File: config.mk
export PLATFORM = sky130hd
export DESIGN_NAME = obstacle_two_src
export DESIGN_NICKNAME = d
export VERILOG_FILES = /design/src/rtl/obstacle_two_src.sv
export SDC_FILE = /design/constraint.sdc
export NUM_CORES = 1
export LEC_CHECK = 0
export ABC_AREA = 1
export BUFFER_PORTS_ARGS = -buffer_cell sky130_fd_sc_hd__buf_2
export CORE_MARGIN = 3
export CORE_UTILIZATION = 40
export CTS_CLUSTER_SIZE = 16
export DETAILED_ROUTE_END_ITERATION = 10
export GPL_TIMING_DRIVEN = 0
export PLACE_DENSITY = 0.59
export SYNTH_ARGS = -nofsm -noshare
export SYNTH_HDL_FRONTEND = slang
export SYNTH_SLANG_ARGS = --single-unit
File: constraint.sdc
create_clock -name clk -period 4.6 [get_ports clk]
set_clock_uncertainty 0.05 [all_clocks]
set_input_delay 0.46 -clock clk [delete_from_list [all_inputs] [get_ports clk]]
set_output_delay 0.46 -clock clk [all_outputs]
set_load 0.005 [all_outputs]
File: src/rtl/obstacle_two_src.sv
// Obstacle-two pixel source: sprite RAM addressing, palette lookup and per-frame motion FSM.
// Optional OBSTACLE_MIRROR_EN stores ctrl bit5 and enables a horizontal sprite flip.
module obstacle_two_src #(
    parameter int CD         = 12,
    parameter int SCR_W      = 640,
    parameter int SPR_SIZE   = 32,
    parameter int ADDR_WIDTH = 10
) (
    input  logic                  clk,
    input  logic                  rst_n,
    input  logic [10:0]           x,
    input  logic [10:0]           y,
    input  logic                  frame_tick,
    input  logic                  wr_en,
    input  logic [1:0]            wr_addr,
    input  logic [31:0]           wr_data,
    output logic [ADDR_WIDTH-1:0] ram_addr,
    input  logic [1:0]            ram_data,
    output logic [CD-1:0]         rgb,
    output logic                  draw
);

    typedef enum logic [1:0] {IDLE, MOVE, RESPAWN} state_t;

    state_t        state_q, state_d;
    logic [10:0]   x0_q, x0_d, y0_q, y0_d;
    logic          auto_move_q, auto_move_d;
    logic [3:0]    speed_q, speed_d;
    logic [1:0]    transp_q, transp_d;
    logic          mirror_q, mirror_d;
    logic [CD-1:0] pal_q [4];
    logic [CD-1:0] pal_d [4];
    logic          in_rgn_d1_q, in_rgn_d1_d;
    logic [CD-1:0] rgb_q, rgb_d;
    logic          draw_q, draw_d;

    logic          in_rgn, pos_wr, opaque;
    logic [11:0]   x_end, y_end;
    logic [4:0]    col, row, dx;
    logic          unused_wr_bits;

    assign unused_wr_bits = &{1'b0, wr_data[31:28], wr_data[15:12]};

    // Bounds are 12 bits wide so x0/y0 near 2047 do not wrap.
    assign x_end  = {1'b0, x0_q} + 12'(SPR_SIZE);
    assign y_end  = {1'b0, y0_q} + 12'(SPR_SIZE);
    assign in_rgn = (x >= x0_q) && ({1'b0, x} < x_end) &&
                    (y >= y0_q) && ({1'b0, y} < y_end);

    assign dx  = x[4:0] - x0_q[4:0];
    assign row = y[4:0] - y0_q[4:0];
    assign col = mirror_q ? ~dx : dx;
    // Address bus is parked at zero outside the sprite so the RAM sees no spurious toggling.
    assign ram_addr = in_rgn ? ADDR_WIDTH'({row, col}) : '0;

    assign pos_wr = wr_en && (wr_addr == 2'd0);
    assign opaque = in_rgn_d1_q && (ram_data != transp_q);

    always_comb begin
        state_d     = state_q;
        x0_d        = x0_q;
        y0_d        = y0_q;
        auto_move_d = auto_move_q;
        speed_d     = speed_q;
        transp_d    = transp_q;
        mirror_d    = mirror_q;
        pal_d       = pal_q;
        if (wr_en) begin
            case (wr_addr)
                2'd0: begin
                    x0_d    = wr_data[10:0];
                    y0_d    = wr_data[26:16];
                    state_d = auto_move_q ? MOVE : IDLE;
                end
                2'd1: begin
                    auto_move_d = wr_data[0];
                    speed_d     = wr_data[4:1];
                    transp_d    = wr_data[7:6];
`ifdef OBSTACLE_MIRROR_EN
                    mirror_d    = wr_data[5];
`else
                    mirror_d    = 1'b0;
`endif
                end
                2'd2: begin
                    pal_d[0] = wr_data[CD-1:0];
                    pal_d[1] = wr_data[16+CD-1:16];
                end
                default: begin
                    pal_d[2] = wr_data[CD-1:0];
                    pal_d[3] = wr_data[16+CD-1:16];
                end
            endcase
        end
        // A position write in the same cycle as the tick wins; ctrl written now is used now.
        if (frame_tick && !pos_wr) begin
            case (state_q)
                IDLE: if (auto_move_d) state_d = MOVE;
                MOVE: begin
                    if (!auto_move_d) begin
                        state_d = IDLE;
                    end else if (speed_d != 4'd0) begin
                        if (x0_q > {7'd0, speed_d}) begin
                            x0_d = x0_q - {7'd0, speed_d};
                        end else begin
                            x0_d    = 11'(SCR_W);
                            state_d = RESPAWN;
                        end
                    end
                end
                RESPAWN: begin
                    x0_d    = 11'(SCR_W);
                    state_d = MOVE;
                end
                default: state_d = IDLE;
            endcase
        end
    end

    always_comb begin
        in_rgn_d1_d = in_rgn;
        draw_d      = opaque;
        rgb_d       = opaque ? pal_q[ram_data] : '0;
    end

    always_ff @(posedge clk or negedge rst_n) begin
        if (!rst_n) begin
            state_q     <= IDLE;
            x0_q        <= 11'(SCR_W);
            y0_q        <= 11'd400;
            auto_move_q <= 1'b0;
            speed_q     <= 4'd0;
            transp_q    <= 2'd0;
            mirror_q    <= 1'b0;
            pal_q[0]    <= CD'(12'h000);
            pal_q[1]    <= CD'(12'hF00);
            pal_q[2]    <= CD'(12'h0F0);
            pal_q[3]    <= CD'(12'hFFF);
            in_rgn_d1_q <= 1'b0;
            rgb_q       <= '0;
            draw_q      <= 1'b0;
        end else begin
            state_q     <= state_d;
            x0_q        <= x0_d;
            y0_q        <= y0_d;
            auto_move_q <= auto_move_d;
            speed_q     <= speed_d;
            transp_q    <= transp_d;
            mirror_q    <= mirror_d;
            pal_q       <= pal_d;
            in_rgn_d1_q <= in_rgn_d1_d;
            rgb_q       <= rgb_d;
            draw_q      <= draw_d;
        end
    end

    assign rgb  = rgb_q;
    assign draw = draw_q;

endmodule
Word level (Yosys, flattened, before mapping). Index checks and enable logic that the tools add are counted.

Add/sub/neg operators: 5. Order comparisons: 6. Eq/ne operators: 5. Muxes and demuxes: 25. Bitwise logic cells: 2. Reductions and logical operators: 15.

Operators by type and width (count): two-way mux 11 bit (6); two-way mux 12 bit (3); adder 11 x 6 -> 12 bit, second input constant (2); binary-select mux 12 bit (select 2 bit) (1); < comparator 11 x 12 -> 1 bit (2); greater-or-equal comparator 11 bit (2); case mux 11 bit (2 select lines) (1); two-way mux 2 bit (7); > comparator 11 x 4 -> 1 bit (1); subtractor 11 x 4 -> 11 bit (1); two-way mux 10 bit (1); subtractor 5 bit (2); two-way mux 4 bit (2); AND reduction 2 bit (4); logical AND 1 bit (6); case mux 2 bit (3 select lines) (1); == test 2 x 1 -> 1 bit, second input constant (2); == test 2 bit, second input constant (2); logical NOT 2 bit (2); nonzero test 4 bit (1); greater-or-equal comparator 3 bit, second input constant (1); two-way mux 1 bit (3); inverter 2 -> 3 bit (1); OR reduction 3 bit (1); 3 further kinds (3).

Register bits: 93. Output and inout port bits: 23. Word-level logic and storage cells: 71.

Longest topological paths before layout.
Depth in word-level cells: 9. Mapped depth: 19.

Worst setup path after synthesis. OpenSTA, ideal clock, no wires.

Path type: input -> output. Start: in x[0]. End: out ram_addr[4]. Data arrival time: 2236 ps. Setup slack: 1854 ps. Cell stages on the path: 13. Path buffers: 1. Cells stage by stage: inv_1 -> ha_1 -> inv_1 -> fa_1 -> nand2_1 -> inv_1 -> or2_2 -> a21oi_1 -> inv_1 -> a311oi_1 -> nand2_1 -> buf_2 -> nor3_1.

Word-level cells in the longest chain between the ends: 5. Elaborated cells on any way between the ends: 7. Classes of those cells: add/sub (1); order compare (2); mux (1); reduce/logical (3).

Ends and longest elaborated chain: from (decl) (line 11) `input logic [10:0] x,`; < comparator 11 x 12 -> 1 bit or greater-or-equal comparator 11 bit (tied branches) (line 47) `assign in_rgn = (x >= x0_q) && ({1'b0, x} < x_end) &&`; logical AND 1 bit (2 in a row) (line 47); logical AND 1 bit (line 48) `(y >= y0_q) && ({1'b0, y} < y_end);`; two-way mux 10 bit (*) (line 54) `assign ram_addr = in_rgn ? ADDR_WIDTH'({row, col}) : '0;`; to (decl) (line 17) `output logic [ADDR_WIDTH-1:0] ram_addr,`.

Mark *: on every way between the ends. The rest lies on a longest branch, timed or not.

Worst setup path in the final report.
Start: reg x0_q[7]. End: out ram_addr[7].

Word-level cells in the longest chain between the ends: 6. Elaborated cells on any way between the ends: 7. Classes of those cells: add/sub (1); order compare (2); mux (1); reduce/logical (3).

Ends and longest elaborated chain: from (decl) (line 26) `logic [10:0] x0_q, x0_d, y0_q, y0_d;`; from (signal assigned) (line 129) `x0_q <= 11'(SCR_W);`; adder 11 x 6 -> 12 bit (line 45) `assign x_end = {1'b0, x0_q} + 12'(SPR_SIZE);`; < comparator 11 x 12 -> 1 bit (line 47); logical AND 1 bit (*) (2 in a row) (line 47); logical AND 1 bit (*) (line 48); two-way mux 10 bit (*) (line 54).

Marks and branches as above.

==> results.toml <==
[floorplan]
fp.dieH_um = 127
die_w_um = 127
ios = 85
placementRows = 43
core-area_um2 = 14000
start_util_pct = 41.4
dieArea_um2 = 16000

[synth]
synth_cell_type_count = 43
synthTopCellsByCount = "155 x nand2_1, 113 x o21ai_0, 92 x nor2_1"
synth_area_leaders = "dfrtp_1 29%, dfstp_2 11%, nand2_1 10%"
syn_area_per_cell_um2 = 7.68
synth_top_area_cell = "dfrtp_1"
syn_area_um2 = 5820
synthMostInstantiatedCell = "nand2_1"
ys_warn_count = 0
ys.flop_type = "dfrtp_1"
synthCells = 758
synth_top_area_share_pct = 29.2
ys_ff_latch = 93
synth_fp_nets = 865
synth-async-reset-ratio_pct = 100
synth_edf_count = 0
seq_area_frac_synth_pct = 40.5

[place]
place_congestion = 0.911
place.port_buffers = 73
placed_area_um2 = 6440
dp_hpwl_mm = 12.1

[power_and_ir_drop]
vdd_drop_max_mv = 0.332
leakage_nw = 3.41
power_mw = 3.12
power_density_nw_per_um2 = 464

[setup_path]
cp.arrival_ns = 3.01
worstPathMaxFanout = 10
critPathKind = "flip-flop to output pin"
reg2reg_slack_ns = 2.04
reg2regPathDepth = 13
end_kind = "output pin"
cp_data_required_time_ns = 4.09
critPathLaunchType = "flip-flop"

[global_routing]
grt_use_met1_pct = 27.3
grt-ovfl-total = 0
first_global_vias = 5188
grt.busiest_layer = "met2"
grt_max_degree = 56
use_met2_pct = 32.7
grt_pass1_wl_mm = 25.8
globalRouteMet3Util_pct = 4.00
grt.total_usage_pct = 19.9
grt_antenna_before_repair = 0

[hold_path]
min_path_type = "input pin to asynchronous set/reset pin"

[sta]
setup_viol = 0
worst_pin_slew_ns = 0.572
max_freq_ghz = 0.284
worst_slew_margin_rel_pct = 61.9
post-route-period-util_pct = 76.4
slew_violations = 0
period_minus_slack_ns = 3.52
hold_viol_final = 0
grt_setup_unrepaired = "no"
tns_ns = 0

[routing]
viasPerCell = 5.16
drt_iter0_drc = 263
ant_nets = 0
drt_drc_violations_left = 0
wirelength_mm = 15.5
firstDrtPassIters = 6
post_drt_wl_per_cell_um = 15.1
vias = 5305

[final_layout]
post-route-cell-area_um2 = 6730
n_fill_cell = 1419
syn_to_final_growth_pct = 15.6
final_core_util_pct = 47.9
drive_gt1_share_pct = 16.9
finalNetCount = 950
diodes = 0

[job]
maxCapViolations = 0

[clock_network]
post_cts_buffers = 0
clk_latency_ns = 0.34
cts_hold_buf = 0
cts.sinks = 93
postCtsResizedCells = 0
cts_made_buffers = 9
cts_tree = "yes"
root_buffer = "clkbuf_16"
cts_buffer_depth = 2
clkTransAtPathRegs_ns = 0.06
htree_levels = 3

[outcome]
status = "finished, final reports clean"
==> report_power, final <==
part	leakage (nW)	internal (mW)	total [mW]	switching [mW]
Combinational	2.15	0.472	1.26	0.790
Clock	0.134	0.425	0.739	0.315
Sequential	1.13	1.00	1.12	0.114
Total	3.41	1.90	3.12	1.22
==> path summary, 6_finish.rpt <==
check,start,end
worst max register to register,x0_q[7]$_DFF_PN1_,in_rgn_d1_q$_DFF_PN0_
max in group asynchronous,rst_n,pal_q[35]$_DFFE_PN1P_
worst min-delay path,rst_n,y0_q[6]$_DFFE_PN0P_
min in group clk,wr_data[27],pal_q[11]$_DFFE_PN1P_
worst min register to register,pal_q[27]$_DFFE_PN0P_,pal_q[27]$_DFFE_PN0P_
worst max-delay path,x0_q[7]$_DFF_PN1_,ram_addr[7]
==> stage by stage <==
step	setup slack, ns	std cells	hold WS [ns]
after floorplan	1.85	758	0.114
after global placement	1.40	1011	0.415
after detailed placement	1.39	1012	0.419
after CTS	1.05	1028	0.0525
after global routing	0.901	1028	0.0663
final	1.08	1028	0.0359
==> cells by family (layout without fill, tap and decap cells) <==
logic type	after synthesis	in the layout	share of synthesized area [%]
adder cells (fa/ha/maj)	45	45	9.93
AND/OR/NAND/NOR	318	318	24.1
XOR/XNOR	15	15	2.26
AO/OA/AOI/OAI	166	166	14.8
buffers and inverters	121	211	8.39
flip-flops	93	93	40.5
==> worst max-delay path, cell delays in order, from the launching register on <==
cell	delay (ns)
dfstp_2	0.51
buf_2	0.19
nand3_1	0.13
nor3_1	0.24
xor2_1	0.18
ha_1	0.24
inv_1	0.07
nor2_1	0.04
nand3_1	0.09
inv_1	0.05
a311oi_1	0.35
nand2_1	0.11
buf_2	0.20
nor3_1	0.14
buf_2	0.14
==> sequential cells by signal, indices dropped and copies added (netlist names), 2 cells and up <==
name / count
speed_q: 4
pal_q: 48
transp_q: 2
x0_q: 11
y0_q: 11
state_q: 2
rgb: 12
==> final cells by class <==
type                       instances  area (um2)  share of cell area (%)
buffer                            29         143                    2.12
clock buffer                      13         240                    3.57
clock inverter                     3        46.3                   0.688
inverter                          92         345                    5.13
multi-input combinational        544        2970                    44.2
sequential                        93        2360                    35.1
tap                              180         225                    3.35
timing repair buffer              74         395                    5.88
==> metal layers <==
metal / up-vias / wire, um
met5: - / 0
met4: 0 / 200
met3: 23 / 740
met2: 139 / 7340
met1: 2506 / 7210
li1: 2637 / -
==> placed cells by master (no fill, tap or decap), drive strengths merged <==
cell      count
a211oi        2
a21boi        1
a21oi        39
a311oi        1
and2          1
buf          83
bufinv        1
clkbuf       33
clkinv        1
clkinvlp      1
dfrtp        68
dfstp        25
fa            2
ha           43
inv          92
nand2       161
nand3        26
nand3b        1
nand4        17
nor2         96
nor3         12
nor4          3
o2111ai       1
o211ai        1
o21a          2
o21ai       117
o21bai        1
o31ai         1
or2           1
xnor2         5
xor2         10
Power figures use the tool's default switching activity.
